File: config.mk
export PLATFORM = sky130hd
export DESIGN_NAME = uart_tx_fifo
export DESIGN_NICKNAME = d
export VERILOG_FILES = /design/src/rtl/uart_pkg.sv /design/src/rtl/uart_fifo_mem.sv /design/src/rtl/uart_tx_fifo.sv
export SDC_FILE = /design/constraint.sdc
export NUM_CORES = 1
export LEC_CHECK = 0
export ABC_CLOCK_PERIOD_IN_PS = 3100
export BUFFER_PORTS_ARGS = -buffer_cell sky130_fd_sc_hd__buf_2
export CAP_MARGIN = 30
export CORE_ASPECT_RATIO = 1.5
export CORE_MARGIN = 3
export CORE_UTILIZATION = 61
export DETAILED_ROUTE_END_ITERATION = 6
export PLACE_DENSITY = 0.79
export SLEW_MARGIN = 5
export SYNTH_ARGS = -nofsm -noshare
export SYNTH_HDL_FRONTEND = slang
export SYNTH_SLANG_ARGS = --single-unit
File: constraint.sdc
create_clock -name clk -period 3.1 [get_ports clk]
set_clock_uncertainty 0.15 [all_clocks]
set_input_delay 0.62 -clock clk [delete_from_list [all_inputs] [get_ports clk]]
set_output_delay 0.62 -clock clk [all_outputs]
set_load 0.05 [all_outputs]
File: src/rtl/uart_pkg.sv
// Shared UART definitions: drain FSM state encoding and the default data width.
package uart_pkg;

  localparam int UART_WIDTH = 8;

  typedef enum logic [1:0] {
    IDLE = 2'd0,
    REQ  = 2'd1,
    BUSY = 2'd2
  } tx_state_t;

endpackage

File: src/rtl/uart_fifo_mem.sv
// Circular word buffer with one-bit-wider pointers, a write port and a combinational head read.
module uart_fifo_mem
  import uart_pkg::*;
#(
  parameter int DEPTH = 16,
  parameter int WIDTH = UART_WIDTH,
  localparam int AW = $clog2(DEPTH)
) (
  input  logic             clk,
  input  logic             rst,
  input  logic             wr_en,
  input  logic [WIDTH-1:0] wr_data,
  input  logic             rd_en,
  output logic [WIDTH-1:0] head_data,
  output logic             full,
  output logic [AW:0]      count
);

  logic [WIDTH-1:0] mem [DEPTH];
  logic [AW:0]      wr_ptr;
  logic [AW:0]      rd_ptr;

  // NOTE: the storage array is deliberately left out of reset; only the pointers
  // define which entries are valid, so clearing the data would buy nothing.
  always_ff @(posedge clk) begin
    if (wr_en) mem[wr_ptr[AW-1:0]] <= wr_data;
  end

  // Pointers run modulo 2*DEPTH; the extra MSB tells full from empty.
  always_ff @(posedge clk or negedge rst) begin
    if (!rst) begin
      wr_ptr <= '0;
      rd_ptr <= '0;
    end else begin
      if (wr_en) wr_ptr <= wr_ptr + (AW+1)'(1);
      if (rd_en) rd_ptr <= rd_ptr + (AW+1)'(1);
    end
  end

  assign full      = (wr_ptr[AW] != rd_ptr[AW]) && (wr_ptr[AW-1:0] == rd_ptr[AW-1:0]);
  assign count     = wr_ptr - rd_ptr;
  assign head_data = mem[rd_ptr[AW-1:0]];

endmodule

File: src/rtl/uart_tx_fifo.sv
// Transmit FIFO feeding a uart_tx: buffers words and hands them out with a send/ready handshake.
// Define UART_TX_FIFO_LEVEL_EN to add the 'level' occupancy output.
module uart_tx_fifo
  import uart_pkg::*;
#(
  parameter int DEPTH = 16,
  parameter int WIDTH = UART_WIDTH
) (
  input  logic             clk,
  input  logic             rst,
  input  logic [WIDTH-1:0] wr_data,
  input  logic             wr_valid,
  output logic             wr_ready,
  output logic [WIDTH-1:0] tx_data,
  output logic             tx_send,
  input  logic             tx_ready,
  output logic             empty
`ifdef UART_TX_FIFO_LEVEL_EN
  ,
  output logic [$clog2(DEPTH):0] level
`endif
);

  localparam int AW = $clog2(DEPTH);

  tx_state_t   state;
  logic        full;
  logic        wr_en;
  logic        pop;
  logic [AW:0] count;

  assign wr_ready = !full;
  assign wr_en    = wr_valid && !full;
  // The head leaves the buffer only once the transmitter reports idle again.
  assign pop      = (state == BUSY) && tx_ready;

  uart_fifo_mem #(
    .DEPTH(DEPTH),
    .WIDTH(WIDTH)
  ) u_mem (
    .clk      (clk),
    .rst      (rst),
    .wr_en    (wr_en),
    .wr_data  (wr_data),
    .rd_en    (pop),
    .head_data(tx_data),
    .full     (full),
    .count    (count)
  );

  // NOTE: state and tx_send are registers, so they take non-blocking assignments;
  // every reader then sees the pre-edge value regardless of evaluation order.
  always_ff @(posedge clk or negedge rst) begin
    if (!rst) begin
      state   <= IDLE;
      tx_send <= 1'b0;
    end else begin
      case (state)
        IDLE: if ((count != '0) && tx_ready) begin
          state   <= REQ;
          tx_send <= 1'b1;
        end
        REQ: if (!tx_ready) begin
          state   <= BUSY;
          tx_send <= 1'b0;
        end
        BUSY: if (tx_ready) state <= IDLE;
        default: begin
          state   <= IDLE;
          tx_send <= 1'b0;
        end
      endcase
    end
  end

  assign empty = (state == IDLE) && (count == '0);

`ifdef UART_TX_FIFO_LEVEL_EN
  assign level = count;
`endif

endmodule

== After elaboration in Yosys (flattened, before gate mapping) ==
Memory sizes are Yosys's and may differ from the RTL's.
Cells that the tools add are included.

* Add/subtract/negate cells: 3
* Eq/ne operators: 7
* Muxes and demuxes: 9
* Bitwise operators: 1
* Reduce and logical (&&, ||, !) cells: 11

{| class="wikitable"
|+ Operator list
! cell !! count
|-
| $add A5 B1 Y5 const B || 2
|-
| $mux W2 || 3
|-
| $ne A2 B2 Y1 const B || 3
|-
| $pmux W2 S3 || 1
|-
| $reduce_and A3 Y1 || 2
|-
| $logic_and A1 B1 Y1 || 5
|-
| $logic_not A5 Y1 || 1
|-
| $reduce_bool A5 Y1 || 1
|-
| $sub A5 B5 Y5 || 1
|-
| $eq A4 B4 Y1 || 1
|-
| $mux W1 || 4
|-
| $pmux W1 S3 || 1
|-
| $eq A2 B1 Y1 const B || 1
|-
| $eq A2 B2 Y1 const B || 1
|-
| $logic_not A2 Y1 || 1
|-
| $logic_not A1 Y1 || 1
|-
| $ne A1 B1 Y1 || 1
|-
| $not A1 Y1 || 1
|}

* Register bits: 13
* RAM bits: 128
* Input port bits: 12
* Output and inout bits: 11
* Logic and storage cells: 36
* Memories: 1

{| class="wikitable"
|+ Memory list
! name !! words !! bits a word !! rd ports !! clocked after Yosys merged registers in !! write ports !! RTL line !! RTL
|-
| u_mem.mem || 16 || 8 || 1 || 0 || 1 || uart_fifo_mem.sv:19 || <nowiki>logic [WIDTH-1:0] mem [DEPTH];</nowiki>
|}

== Depth between registers and ports, before layout ==
* Word-level depth: 6
* Gate-level depth with buffers: 9
* Mapped depth without buffers: 9

== Cells and area by module ==
Synthesis repeated with hierarchy kept, for this count alone.

* Cells, all modules: 310
* Area total of the unflattened synthesis: 5,801.8 um^2

{| class="wikitable"
|+ Modules (own cells, without submodules)
! module !! times used !! cells an instance !! area an instance (um^2) !! sequential area each (um^2)
|-
| uart_fifo_mem || 1 || 294 || 5,625.4 || 4,093.9
|-
| uart_tx_fifo || 1 || 16 || 176.4 || 75.1
|}

== Worst setup path after synthesis ==
OpenSTA, ideal clock, no wires.

* Kind: flip-flop to flip-flop
* From: register u_mem.rd_ptr[1]
* To: memory u_mem.mem[0][0] (netlist bit), enable pin
* Library setup time: 395 ps
* Data arrival time: 2,565 ps
* Required time: 2,555 ps
* Slack: -9 ps
* Cell stages (with the launch flop): 8
* Path buffers: 1
* Clock period less this slack: 3,109 ps
* Cell sequence: dfrtp_1 > buf_2 > inv_2 > ha_1 > and2_1 > nand4_1 > nand2_1 > nor4_1

* Cells in the longest elaborated chain, start to end: 6

{| class="wikitable"
|+ RTL lines
! item !! RTL line !! RTL
|-
| start, declared || uart_fifo_mem.sv:21 || <nowiki>logic [AW:0] rd_ptr;</nowiki>
|-
| start signal, assigned || uart_fifo_mem.sv:36 || <nowiki>if (rd_en) rd_ptr <= rd_ptr + (AW+1)'(1);</nowiki>
|-
| $eq A4 B4 Y1 || uart_fifo_mem.sv:40 || <nowiki>assign full = (wr_ptr[AW] != rd_ptr[AW]) && (wr_ptr[AW-1:0] == rd_ptr[AW-1:0]);</nowiki>
|-
| $logic_and A1 B1 Y1 || uart_fifo_mem.sv:40 ||
|-
| $logic_not A1 Y1 || -- ||
|-
| via wr_ready || uart_tx_fifo.sv:13 || <nowiki>output logic wr_ready,</nowiki>
|-
| $logic_and A1 B1 Y1 || uart_tx_fifo.sv:33 || <nowiki>assign wr_en = wr_valid && !full;</nowiki>
|-
| $mux W1 || uart_fifo_mem.sv:26 || <nowiki>if (wr_en) mem[wr_ptr[AW-1:0]] <= wr_data;</nowiki>
|-
| $mux W1 (implied by the code) || uart_fifo_mem.sv:26 ||
|-
| end, declared || uart_fifo_mem.sv:19 ||
|}

The timed path passes the listed nets, and every way through them passes these cells.

== Final worst setup path ==
* From: register u_mem.rd_ptr[0]
* To: output port empty

* Cells in the longest elaborated chain, start to end: 3

{| class="wikitable"
|+ RTL lines
! item !! RTL line !! RTL
|-
| $sub A5 B5 Y5 || uart_fifo_mem.sv:41 || <nowiki>assign count = wr_ptr - rd_ptr;</nowiki>
|-
| $logic_not A5 Y1 || uart_tx_fifo.sv:76 || <nowiki>assign empty = (state == IDLE) && (count == '0);</nowiki>
|-
| $logic_and A1 B1 Y1 || uart_tx_fifo.sv:76 ||
|-
| end, declared || uart_tx_fifo.sv:17 || <nowiki>output logic empty</nowiki>
|}

No other way between the ends.

==> impl_metrics.py <==
metrics = {
    "timing": {
        "grt_setup_unrepaired": "yes",
        "fin_hold_ws_ns": 0.240,
        "final.setup.tns_ns": -0.145,
        "tightest_slew_ns": 0.616,
        "fmax_mhz": 312,
        "finalHoldViolCount": 0,
        "finalCritPeriodShare": 1.03,
        "fin_crit_ns": 3.20,
        "slew_violations": 0,
        "slew-limit-headroom": 0.589,
        "setup_violations": 2,
        "fin_ws_ns": -0.102,
    },
    "layout": {
        "drive_gt1_frac": 0.307,
        "nets": 403,
        "instances_no_fill": 506,
        "diodes": 0,
        "fillers": 524,
        "area_growth_pct": 19.1,
    },
    "grt": {
        "track_usage": 0.224,
        "antenna_found_initial": 0,
        "grt_pass1_vias": 3187,
        "grt_pass1_wl_um": 17500,
        "overflow": 0,
        "grt_max_degree": 52,
    },
    "drt": {
        "vias": 3178,
        "drt-vias-per-instance": 6.28,
        "drt_iter0_markers": 372,
        "drt-total-wl_um": 11700,
        "wl_per_cell_um": 23.1,
        "drc": 0,
        "drt_pass1_iterations": 5,
        "ant_nets": 0,
    },
    "clock_tree": {
        "path_clk_slew_ns": 0.06,
        "clock-sinks": 141,
        "root_buffer": "clkbuf_16",
        "clockBufferDepth": 2,
        "cts_tree": "yes",
        "clock_latency_ns": 0.41,
        "cts_buffers": 17,
        "cts_max_level": 4,
    },
    "setup_path": {
        "criticalPathCategory": "register to output port",
        "reg2reg_depth": 7,
        "worst_setup_path_end_kind": "output port",
        "critPathMaxFanout": 3,
        "start_kind": "register",
        "crit_required_ns": 2.33,
        "rrSetupSlack_ns": 0.35,
        "crit_arrival_ns": 2.43,
    },
    "power": {
        "vdd_drop_max_uv": 932,
        "switching_share": 0.373,
        "seq_power_share": 0.335,
        "total_power_mw": 7.34,
        "clkPwrFrac": 0.257,
        "leakage_nw": 2.50,
        "intPower_mw": 4.61,
        "combPwrFrac": 0.409,
        "p_switching_mw": 2.74,
        "power.density_nw_per_um2": 1060,
    },
    "place": {
        "dp_cells": 466,
        "place.gp.congestion": 0.803,
        "io_buffers": 22,
        "dp_slack_ns": 0.155,
        "dp_hpwl_um": 6970,
    },
    "synthesis": {
        "syn_avg_cell_area_um2": 17.6,
        "synth_warnings": 0,
        "ys_top_cells_by_count": "edfxtp_1 (128), mux2i_1 (32), a221oi_1 (16), mux4_2 (16), nand2_1 (15)",
        "synth_flop_cell": "edfxtp_1",
        "synth.area.top_cells": "edfxtp_1 (66%), mux4_2 (6.2%), dfrtp_1 (5.6%), mux2i_1 (5.5%), a221oi_1 (2.4%)",
        "synth.most_common_cell": "edfxtp_1",
        "async_flop_share": 0.0922,
        "synthCells": 331,
        "synthDistinctLibCells": 36,
        "synth_fp_nets": 353,
        "ys_seq_elements": 141,
        "ys_seq_area_frac": 0.717,
        "synth_edf_count": 128,
        "synth_top_area_frac": 0.661,
        "synth.largest_area_cell": "edfxtp_1",
        "syn-cell-area_um2": 5810,
    },
    "floorplan": {
        "rows": 43,
        "core_area_um2": 9250,
        "die_h_um": 126,
        "ios": 23,
        "die_x_um": 85.7,
        "die_area_um2": 10800,
        "initial_core_util": 0.628,
    },
    "outcome": {
        "status": "finished, violations left",
        "violations": "setup timing",
    },
    "worst_hold_path": {
        "hold_class": "primary input to register",
        "hold_path_depth": 2,
    },
    "job": {
        "maxCapViolations": 0,
    },
}
final timing paths:
kind / startpoint / endpoint
max: u_mem.rd_ptr[0] / empty
min: tx_ready / state[1]
max reg2reg: u_mem.rd_ptr[1] / u_mem.mem[7][0]
min reg2reg: u_mem.wr_ptr[4] / u_mem.wr_ptr[4]
max in group asynchronous: rst / u_mem.wr_ptr[3]
min in group asynchronous: rst / state[0]
per-stage QoR:
step	instance area [um2]	util
after global routing	6920	0.748
after detailed placement	6090	0.658
final	6920	0.748
after CTS	6690	0.723
after floorplan	5810	-
after global placement	6090	0.658
metal layers:
layer  share of wire  vias up  track usage
met3           0.063       24       0.0494
met4           0.018        0       0.0960
met2            0.54      146        0.367
met5               0        -            0
met1            0.38     1596        0.287
li1                -     1412            -
flip-flops by register name (all words and copies together), names as in the netlist:
| register | cells |
|---|---|
| state | 2 |
| u_mem.mem | 128 |
| u_mem.wr_ptr | 5 |
| u_mem.rd_ptr | 5 |
| tx_send | 1 |
layout make-up:
cell class              instances  area (um2)  share of cell area
clock buffers                  17         425              0.0615
clock inverters                15         138              0.0199
inverters                      12        47.5             0.00687
multi-input cells             164        1630               0.235
flip-flops and latches        141        4170               0.603
well taps                     112         140              0.0202
repair buffers                 45         372              0.0537
power groups by stage:
| stage | clock (mW) | combinational [mW] | sequential (mW) |
|---|---|---|---|
| floorplan | 0 | 1.93 | 2.46 |
| global placement | 0 | 2.44 | 2.47 |
| detailed placement | 0 | 2.50 | 2.48 |
| CTS | 1.90 | 2.57 | 2.44 |
| global route | 1.99 | 3.21 | 2.48 |
| finish | 1.89 | 3.00 | 2.46 |
worst max-delay path, stage by stage, from the launching register on:
cell      delay (ns)
dfrtp_2         0.44
ha_4            0.18
fa_2            0.35
nand2b_4        0.16
a21oi_4         0.17
xnor2_2         0.10
or3_4           0.41
inv_4           0.07
buf_8           0.13
cell families after synthesis:
kind of cell               share of synthesized area
and+or+nand+nor                               0.0459
AOI/OAI and AO/OA                             0.0508
DFF                                            0.717
muxes                                          0.117
buffers and inverters                         0.0252
adders and majority gates                     0.0228
xor gates and xnor gates                      0.0209
timing repair:
item | CTS | global route
gates resized for setup | 8 | 26
pin swaps | 0 | 4
hold buffers | 1 | 0
setup buffers | 1 | 3
cloned | 0 | 3
setup endpoints to repair | 4 | 9
hold endpoints to repair | 13 | 0
placed cells by master (no fill, tap or decap), types with 3 or more instances in the layout:
cell        netlist  routed
edfxtp_1        128     128
mux2i_1          32      32
clkbuf_16         0      19
buf_2             3      19
buf_4             2      18
mux4_2           16      16
nand2_1          15      15
a221oi_2          0      13
nor2_1           13      12
dfrtp_1          13      10
o21ai_0           9       9
ha_1              9       8
a22oi_1           7       7
inv_1             9       7
xnor2_1           8       7
and2_1            5       5
nor4_1            5       5
nand4_1           4       4
and3_1            4       4
xor2_1            4       4
inv_6             0       4
inv_2             2       3
nor2_2            2       3
clkinv_1          1       3
a221oi_1         16       3
clkinv_4          0       3
clkinvlp_4        0       3
dfrtp_2           0       3
Power figures use the tool's default switching activity.
